==> src/rtl/nabp_sinogram_loader.sv <==
// rtl/nabp_sinogram_loader.sv - streams a host sinogram into sinogram RAM, then kicks the NABP core and reports completion
module nabp_sinogram_loader #(
    parameter int DATA_WIDTH   = 12,
    parameter int ANGLE_WIDTH  = 7,
    parameter int SHIFT_WIDTH  = 8,
    parameter int NO_OF_ANGLES = 128,
    parameter int NO_OF_SHIFTS = 256
) (
    input  logic                              clk,
    input  logic                              reset_n,
    input  logic                              host_start,
    input  logic [DATA_WIDTH-1:0]             host_val,
    input  logic                              host_valid,
    output logic                              host_ready,
    output logic                              ram_we,
    output logic [ANGLE_WIDTH+SHIFT_WIDTH-1:0] ram_waddr,
    output logic [DATA_WIDTH-1:0]             ram_wdata,
    output logic                              nabp_kick,
    input  logic                              nabp_done,
    output logic                              busy,
    output logic                              done
);

    localparam logic [ANGLE_WIDTH-1:0] ANGLE_LAST = ANGLE_WIDTH'(NO_OF_ANGLES - 1);
    localparam logic [SHIFT_WIDTH-1:0] SHIFT_LAST = SHIFT_WIDTH'(NO_OF_SHIFTS - 1);

    typedef enum logic [2:0] {
        S_IDLE,
        S_LOAD,
        S_FLUSH,
        S_KICK,
        S_WAIT,
        S_FINISH
    } state_t;

    state_t                   state_q;
    state_t                   state_d;
    logic [ANGLE_WIDTH-1:0]   angle_q;
    logic [SHIFT_WIDTH-1:0]   shift_q;
    logic                     handshake;
    logic                     last_shift;
    logic                     last_sample;

    // host_ready is only ever high in LOAD; the state term keeps the handshake self-evidently local
    assign handshake   = (state_q == S_LOAD) && host_valid && host_ready;
    assign last_shift  = (shift_q == SHIFT_LAST);
    assign last_sample = last_shift && (angle_q == ANGLE_LAST);

    always_comb begin
        state_d = state_q;
        case (state_q)
            S_IDLE:   if (host_start) state_d = S_LOAD;
            S_LOAD:   if (handshake && last_sample) state_d = S_FLUSH;
            S_FLUSH:  state_d = S_KICK;
            S_KICK:   state_d = S_WAIT;
            S_WAIT:   if (nabp_done) state_d = S_FINISH;
            S_FINISH: state_d = S_IDLE;
            default:  state_d = S_IDLE;
        endcase
    end

    // Status outputs are registered from the next state so they line up with the state they describe
    always_ff @(posedge clk) begin
        if (!reset_n) begin
            state_q    <= S_IDLE;
            host_ready <= 1'b0;
            nabp_kick  <= 1'b0;
            done       <= 1'b0;
            busy       <= 1'b0;
        end else begin
            state_q    <= state_d;
            host_ready <= (state_d == S_LOAD);
            nabp_kick  <= (state_d == S_KICK);
            done       <= (state_d == S_FINISH);
            busy       <= (state_d != S_IDLE);
        end
    end

    always_ff @(posedge clk) begin
        if (!reset_n) begin
            ram_we    <= 1'b0;
            ram_waddr <= '0;
            ram_wdata <= '0;
            angle_q   <= '0;
            shift_q   <= '0;
        end else begin
            ram_we <= handshake;
            if (handshake) begin
                ram_waddr <= {angle_q, shift_q};
                ram_wdata <= host_val;
            end
            if (state_q == S_IDLE && host_start) begin
                angle_q <= '0;
                shift_q <= '0;
            end else if (handshake) begin
                if (last_shift) begin
                    shift_q <= '0;
                    angle_q <= last_sample ? '0 : angle_q + ANGLE_WIDTH'(1);
                end else begin
                    shift_q <= shift_q + SHIFT_WIDTH'(1);
                end
            end
        end
    end

endmodule
==> config.mk <==
export PLATFORM = sky130hd
export DESIGN_NAME = nabp_sinogram_loader
export DESIGN_NICKNAME = d
export VERILOG_FILES = /design/src/rtl/nabp_sinogram_loader.sv
export SDC_FILE = /design/constraint.sdc
export NUM_CORES = 1
export LEC_CHECK = 0
export BUFFER_PORTS_ARGS = -buffer_cell sky130_fd_sc_hd__buf_4
export CAP_MARGIN = 20
export CORE_ASPECT_RATIO = 1.4
export CORE_MARGIN = 5
export CORE_UTILIZATION = 40
export DETAILED_ROUTE_END_ITERATION = 10
export PLACE_DENSITY = 0.67
export SYNTH_ARGS = -nofsm -noshare
export SYNTH_HDL_FRONTEND = slang
export SYNTH_SLANG_ARGS = --single-unit
==> constraint.sdc <==
create_clock -name clk -period 3.85 [get_ports clk]
set_input_delay 0.1925 -clock clk [delete_from_list [all_inputs] [get_ports clk]]
set_output_delay 0.1925 -clock clk [all_outputs]
set_load 0.1 [all_outputs]
==> results of run 1 <==
[layout make-up]
class                           instances  area share
Sequential cell                        50       0.399
Multi-Input combinational cell        175       0.374
Timing Repair Buffer                   50       0.149
Tap cell                               64      0.0319
Clock buffer                            5      0.0274
Clock inverter                          3      0.0159
Inverter                                2     0.00299
[cell families after synthesis]
family | after synthesis | share of synthesized area
muxes | 1 | 0.00493
DFF | 50 | 0.493
adders and majority gates | 2 | 0.0123
buffers and inverters | 19 | 0.0444
AOI/OAI and AO/OA | 55 | 0.155
and+or+nand+nor | 115 | 0.282
xor gates and xnor gates | 2 | 0.00863
[state kept, by name, indices dropped and copies added (netlist names)]
name / count
angle_q: 7
busy: 1
done: 1
host_ready: 1
nabp_kick: 1
ram_waddr: 15
ram_wdata: 12
ram_we: 1
shift_q: 8
state_q: 3
[routing by layer]
metal  vias up  track usage  routed length, um
met4         0       0.0623                 88
met2        40        0.266               2430
met3         8       0.0343                208
met1       836        0.143               1820
li1        929            -                  -
met5         -            0                  0
[report_power, final]
part | switching [mW] | internal, mW | total [mW]
combinational | 0.0653 | 0.0250 | 0.0903
clock | 0.167 | 0.191 | 0.358
sequential | 0.00633 | 0.523 | 0.529
total | 0.239 | 0.739 | 0.978
[per-stage QoR]
step / instance area, um^2 / total power, mW / instances / hold WS (ps)
final: 2510 / 0.978 / 349 / 131
after CTS: 2510 / 0.993 / 349 / 125
after global placement: 2400 / 0.632 / 341 / 442
after detailed placement: 2400 / 0.633 / 341 / 447
after global routing: 2510 / 1.01 / 349 / 133
after floorplan: 2030 / 0.606 / 244 / 329
[critical path, stage by stage (launching register included)]
cell and delay (ps):
sky130_fd_sc_hd__dfxtp_1 500, sky130_fd_sc_hd__and4bb_4 310, sky130_fd_sc_hd__nand2_1 520, sky130_fd_sc_hd__buf_4 430, sky130_fd_sc_hd__or4_1 510, sky130_fd_sc_hd__a21oi_1 150
[cells in the final DEF, fill, tap and decap left out, drive strengths merged, types with 4 or more instances in the layout]
cell	synthesis	final
dfxtp	50	50
clkbuf	6	5
nand3	9	9
buf	11	50
nand4	5	5
a21oi	36	36
nor3	4	4
nor2	7	7
or4	5	5
nand2	63	63
o21ai	6	6
o31ai	4	4
[final timing paths]
| kind | startpoint | end | slack (ps) | cells after the start |
|---|---|---|---|---|
| worst max register to register | state_q[0] | angle_q[6] | 1350 | 5 |
| worst min-delay path | host_val[10] | ram_wdata[10] | 130 | 3 |
| worst max-delay path | state_q[0] | angle_q[6] | 1350 | 5 |
| worst min register to register | ram_wdata[6] | ram_wdata[6] | 460 | 2 |
==> results by stage, run 1 <==
Global route:
- Across every metal layer, demand over resource in global routing totals 0.140.
- The overflow left after global routing is 0.
- The pin count of the biggest net entering global routing is 32.
- The first global-routing pass estimated 7440 um of wire.
- The via count of the first global-routing pass was 1618.
- The number of antenna violations at the first check in global routing is 0.

Synthesis:
- The share of synthesized flip-flops with an asynchronous set or reset is 0.
- For this run, the register share of the synthesized area comes to 0.493.
- In this run, distinct cell masters in the synthesized netlist total 39.
- The most common cell in the synthesized netlist is sky130_fd_sc_hd__nand2_1.
- The synthesized netlist occupies a cell area of 2030 um^2.
- The number of nets in the synthesized netlist is 263.
- The fraction of post-synthesis cell area in the top cell type by area is 0.493.
- Counting flops and latches in the post-synthesis netlist gives 50.
- Sorting the synthesized cells by area gives the leading types as sky130_fd_sc_hd__dfxtp_1 49%, sky130_fd_sc_hd__nand2_1 12%, sky130_fd_sc_hd__a21oi_1 8.9%, sky130_fd_sc_hd__buf_2 2.2%, sky130_fd_sc_hd__nand3_1 2.0%.
- The commonest cells after synthesis are 63 x sky130_fd_sc_hd__nand2_1, 50 x sky130_fd_sc_hd__dfxtp_1, 36 x sky130_fd_sc_hd__a21oi_1.
- The synthesis warning total is 0.
- The per-instance average area after synthesis is 8.32 um^2.
- Counting every instance in the synthesized netlist gives 244.
- Of all cell types, the one taking the most synthesized area is sky130_fd_sc_hd__dfxtp_1.
- The number of enable-type register cells in the synthesized netlist is 0.
- The top flip-flop cell by instance count after synthesis is sky130_fd_sc_hd__dfxtp_1.

Cells and area:
- The register cell area after layout is 1000 um^2.
- The final core utilization is 0.515.
- The number of nets in the finished design is between 300 and 400.
- The multi-input combinational cells in the finished layout cover a total of 938 um^2.
- The post-synthesis to final-layout area growth is 23.7%.
- The filler cells instantiated in the layout total a little under 500.
- Of the cells placed in the final design, the portion with a size suffix greater than 1 is 0.225.
- The number of antenna repair diodes is 0.

Route:
- Dividing the detail-routed via count by the number of cells gives 5.19.
- In this run the remaining antenna-violating nets after routing total 0.
- The total routed wirelength is 4550 um.
- In the routed design, unresolved DRC markers number 0.
- The routed layout has 1813 vias.
- Dividing the detail-routed wire length by the instance count gives 13.0 um.
- The first detailed-routing pass ran for 5 iterations.
- For this block, the initial DRC count from the detailed router was 100.

Timing:
- The accumulated negative setup slack is 0 ps.
- The hold violation total from the final report is 0.
- Timing would allow up to roughly 400 MHz.
- The clock skew is 4.83 ps.
- The final worst setup slack is 1350 ps.
- The total count of max-transition violations in the final report came to 0.
- Counting I/O delays and the setup requirement, the final critical path takes ~2500 ps.
- Setup violations remaining at the end of the flow were counted as 0.
- Setup repair after global routing left no endpoint under its margin.
- The portion of the clock cycle consumed by the worst path in the final layout is 0.649.
- The pin slew with the least headroom to its limit is approximately 930 ps.
- In this run the tightest slew margin relative to its limit is 0.378.

Clocking:
- Clock tree synthesis selected as its root buffer the cell sky130_fd_sc_hd__clkbuf_8.
- Buffers inserted during clock tree synthesis total 5.
- The clock slew at the register clock pins of the worst setup and hold paths is 90 ps.
- The clock passes through at most 2 buffers.
- The depth of the CTS H-tree is 2.
- Buffers inserted to repair hold after CTS numbered 0.
- Clock latency on the worst-skew pair, taken at its later pin, is 300 ps.
- The clock tree from TritonCTS is built.
- The clock drives 50 sinks.
- In this run the post-CTS setup repair buffer count came out at 0.
- The number of cells upsized or downsized after cts is 0.

Place:
- At the end of routability-driven placement, the weighted congestion stood at 0.734.
- Prior to clock tree synthesis, the placed netlist has a worst setup slack of 1360 ps.
- The number of buffers inserted by port buffering is between 40 and 50.
- The estimated wirelength of the detail-placed design is ~3200 um.

Status:
- The run finished with clean final reports.

Floorplan:
- The number of placement rows is 30.
- For this configuration, the core starts out at a cell density of 0.416.
- The die area is 6620 um^2.
- In this run the count of I/O pins placed on the die edge is 49.
- The standard cell core area is 4880 um^2.
- The horizontal die dimension is 70.2 um.
- From bottom edge to top edge, the die measures roughly 94 um.

Setup path:
- The type of the worst setup path is reg -> reg.
- The required time of the critical path is 4080 ps.
- The largest fanout of any net on the critical path is 28.
- STA classifies the critical path startpoint as a flip-flop.
- The kind of end point of the critical path is a flip-flop.
- For the worst setup path, the data arrival time is 2730 ps.

Run:
- Across the run, the number of max-cap violations was 0.

Pwr:
- Dividing total power by cell area gives a power density of just under 400 nW/um^2.
- Summed over all cells, the static leakage comes to ~0.94 nW.
- IR analysis of the VDD net gives a maximum drop of 0.000260 V.

Hold path:
- The worst hold path belongs to the class in -> reg.
Power figures use the tool's default switching activity.
==> inputs of run 2 (changes only) <==
--- a/config.mk
+++ b/config.mk
@@ -11,7 +11,7 @@
 export CORE_MARGIN = 5
 export CORE_UTILIZATION = 40
 export DETAILED_ROUTE_END_ITERATION = 10
-export PLACE_DENSITY = 0.67
+export PLACE_DENSITY = 0.69
 export SYNTH_ARGS = -nofsm -noshare
 export SYNTH_HDL_FRONTEND = slang
 export SYNTH_SLANG_ARGS = --single-unit
==> constraint.sdc (replaced) <==
create_clock -name clk -period 2.1 [get_ports clk]
set_input_delay 0.105 -clock clk [delete_from_list [all_inputs] [get_ports clk]]
set_output_delay 0.105 -clock clk [all_outputs]
set_load 0.1 [all_outputs]
==> results by stage, run 2 (same netlist as run 1, synthesis figures left out) <==
Status:
- Status: completed (unchanged).

Pwr:
- The worst supply voltage drop on vdd is 0.000360 V (was 0.000260 V).
- The static leakage was 0.974 nW (was 0.941 nW).
- The power after layout is 1.79 mW (was 978 uW).
- The power per cell area came to 698 nW/um^2 (was 389 nW/um^2).

Place:
- The post-placement worst setup slack is 186 ps (was 1360 ps).
- The number of buffers inserted by port buffering is 48 (unchanged).
- The cell area after placement is 2450 um^2 (was 2400 um^2).
- The total placed cells including tap cells is 348 (was 341).
- The estimated wirelength of the detail-placed design is 3300 um (was 3190 um).
- The weighted congestion at the end of routability-driven global placement is 0.775 (was 0.734).

Floorplan:
- The y dimension of the die is 94.3 um (unchanged).
- The initial cell density of the core is 0.416 (unchanged).
- The I/O pin count is 49 (unchanged).
- The die area was 6620 um^2 (unchanged).
- The number of placement rows is 30 (unchanged).
- The horizontal die dimension is 70.2 um (unchanged).
- The standard cell core area is 4880 um^2 (unchanged).

Cells and area:
- The number of flip-flops under the largest register name is 15 (unchanged).
- The fraction of final layout cells with drive strength greater than 1 is 0.239 (was 0.225).
- The final cell area excluding filler cells came to 2570 um^2 (was 2510 um^2).
- The most flop-heavy register is ram_waddr (unchanged).
- The final core utilization is 0.526 (was 0.515).
- The number of antenna repair diodes came to 0 (unchanged).
- Regs by FF count: ram_waddr x15, ram_wdata x12, shift_q x8 (unchanged).
- The non-filler instance count after layout is 357 (was 349).
- Leading cell types in the layout, fill and taps excluded: 63 x sky130_fd_sc_hd__nand2_1, 58 x sky130_fd_sc_hd__buf_4, 50 x sky130_fd_sc_hd__dfxtp_1 (was 63 x sky130_fd_sc_hd__nand2_1, 50 x sky130_fd_sc_hd__dfxtp_1, 50 x sky130_fd_sc_hd__buf_4).
- The most common cell after layout, fill and taps aside is sky130_fd_sc_hd__nand2_1 (unchanged).
- The post-synthesis to final-layout area growth came to 26.6% (was 23.7%).
- The number of nets in the finished design is 311 (was 303).

Setup path:
- The endpoint of the worst-slack reg-to-reg timing path is shift_q[0] (was angle_q[6]).
- The slack of the worst reg-to-reg path is 240 ps (was 1350 ps).
- The length in cells of the worst reg-to-reg path is 5 (unchanged).
- The kind of start point of the critical path is a flip-flop (unchanged).
- The required time of the critical path is 2330 ps (was 4080 ps).
- The kind of end point of the critical path was a flip-flop (unchanged).
- The worst reg2reg path startpoint is state_q[0] (unchanged).
- The largest fanout of any net on the critical path was 24 (was 28).
- The data arrival at the endpoint of the critical path is 2090 ps (was 2730 ps).
- The type of the worst setup path was reg -> reg (unchanged).

Clocking:
- The number of CTS-inserted buffers was 5 (unchanged).
- The number of cells upsized or downsized after cts came to 0 (unchanged).
- The clock net sink count is 50 (unchanged).
- The number of setup buffers added after CTS came to 0 (unchanged).
- The clock slew at the register clock pins of the worst setup and hold paths came to 80 ps (was 90 ps).
- The clock insertion delay at the later pin of the skew report came to 300 ps (about the same).
- The depth of the CTS H-tree is 2 (unchanged).
- The master cell of the clock root buffer was sky130_fd_sc_hd__clkbuf_8 (unchanged).
- The clock tree from TritonCTS is built (unchanged).
- The largest buffer count on any clock path is 2 (unchanged).
- The number of buffers added to fix hold violations after cts came to 0 (unchanged).

Route:
- The detailed-routing iteration count for the pre-antenna-repair pass is 4 (was 5).
- The total routed wirelength is 4510 um (was 4550 um).
- The via count is 1836 (was 1813).
- The number of nets still failing antenna checks after routing came to 0 (unchanged).
- The detail-routed net length per standard cell is 12.6 um (was 13.0 um).
- The number of vias per cell after detailed routing is 5.14 (was 5.19).
- The residual DRC count is 0 (unchanged).
- The number of design-rule violations left by the first detailed-router iteration is 102 (was 100).

Timing:
- The pin slew with the least headroom to its limit is 437 ps (was 931 ps).
- Unrepaired setup endpoints after global routing: no (unchanged).
- The shortest period the worst path allows is 1860 ps (was 2500 ps).
- The portion of the clock cycle consumed by the worst path in the final layout is 0.884 (was 0.649).
- The final-report setup violation count came to 0 (unchanged).
- The worst hold slack was 47.5 ps (was 131 ps).
- The final worst setup slack is 243 ps (was 1350 ps).
- The remaining max-slew budget at the tightest pin was 0.704 (was 0.378).
- The highest clock frequency the design can meet is 539 MHz (was 400 MHz).
- The total count of max-transition violations in the final report is 0 (unchanged).
- The clock skew is 5.20 ps (was 4.83 ps).
- The accumulated negative setup slack was 0 ps (unchanged).
- The hold violation total from the final report is 0 (unchanged).

Hold path:
- The cell count of the worst hold path was 3 (unchanged).
- The worst min-delay path endpoint is ram_wdata[11] (was ram_wdata[10]).
- The worst min-delay path startpoint is host_val[11] (was host_val[10]).
- The worst min-delay path category is in -> reg (unchanged).

Global route:
- The via count of the first global-routing pass is 1690 (was 1618).
- The met3 capacity usage during global routing is 0.0396 (was 0.0343).
- The routing layer with the top usage in global route was met2 (unchanged).
- The number of antenna violations at the first check in global routing is 0 (unchanged).
- The global routing usage on met1 is 0.151 (was 0.143).
- The pin count of the biggest net entering global routing is 30 (was 32).
- The wire length of the first global-routing pass is 7630 um (was 7440 um).
- The overall track demand over capacity in global routing came to 0.142 (was 0.140).
- The overflow left after global routing was 0 (unchanged).
- The routing usage on met2 is 0.256 (was 0.266).

Run:
- The max-cap violation count is 0 (unchanged).
[run 2: worst max-delay path by stage]
stage,start,endpoint,depth (start not counted),slack (ps)
6_report,state_q[0],shift_q[0],5,240
3_3_place_gp,shift_q[0],angle_q[6],5,240
2_1_floorplan,host_ready,shift_q[7],3,50
5_1_grt,state_q[0],shift_q[0],5,60
4_1_cts,shift_q[0],angle_q[4],5,130
3_5_place_dp,shift_q[0],angle_q[6],5,190
[run 2: area by class of cell]
class	instances	area [um^2]
fill	484	2310
clock buffer	7	76.3
multi-input combinational	175	938
clock inverter	1	30.0
sequential	50	1000
inverter	2	7.51
timing repair buffer	58	435
tap	64	80.1
[run 2: metal layers]
layer / share of wire / up-vias
li1: - / 941
met1: 0.40 / 848
met2: 0.52 / 38
met3: 0.044 / 9
met4: 0.028 / 0
met5: 0 / -
[run 2: worst max-delay path, cell delays in order (launching register included)]
cell and delay [ps]:
sky130_fd_sc_hd__dfxtp_1 490, sky130_fd_sc_hd__and4bb_4 320, sky130_fd_sc_hd__nand2_1 200, sky130_fd_sc_hd__buf_4 290, sky130_fd_sc_hd__or3_1 350, sky130_fd_sc_hd__a21oi_1 150
[run 2: where the power goes]
part           internal (mW)  total, mW  switching [mW]
sequential             0.959      0.971          0.0119
combinational         0.0512      0.171           0.120
clock                  0.356      0.652           0.296
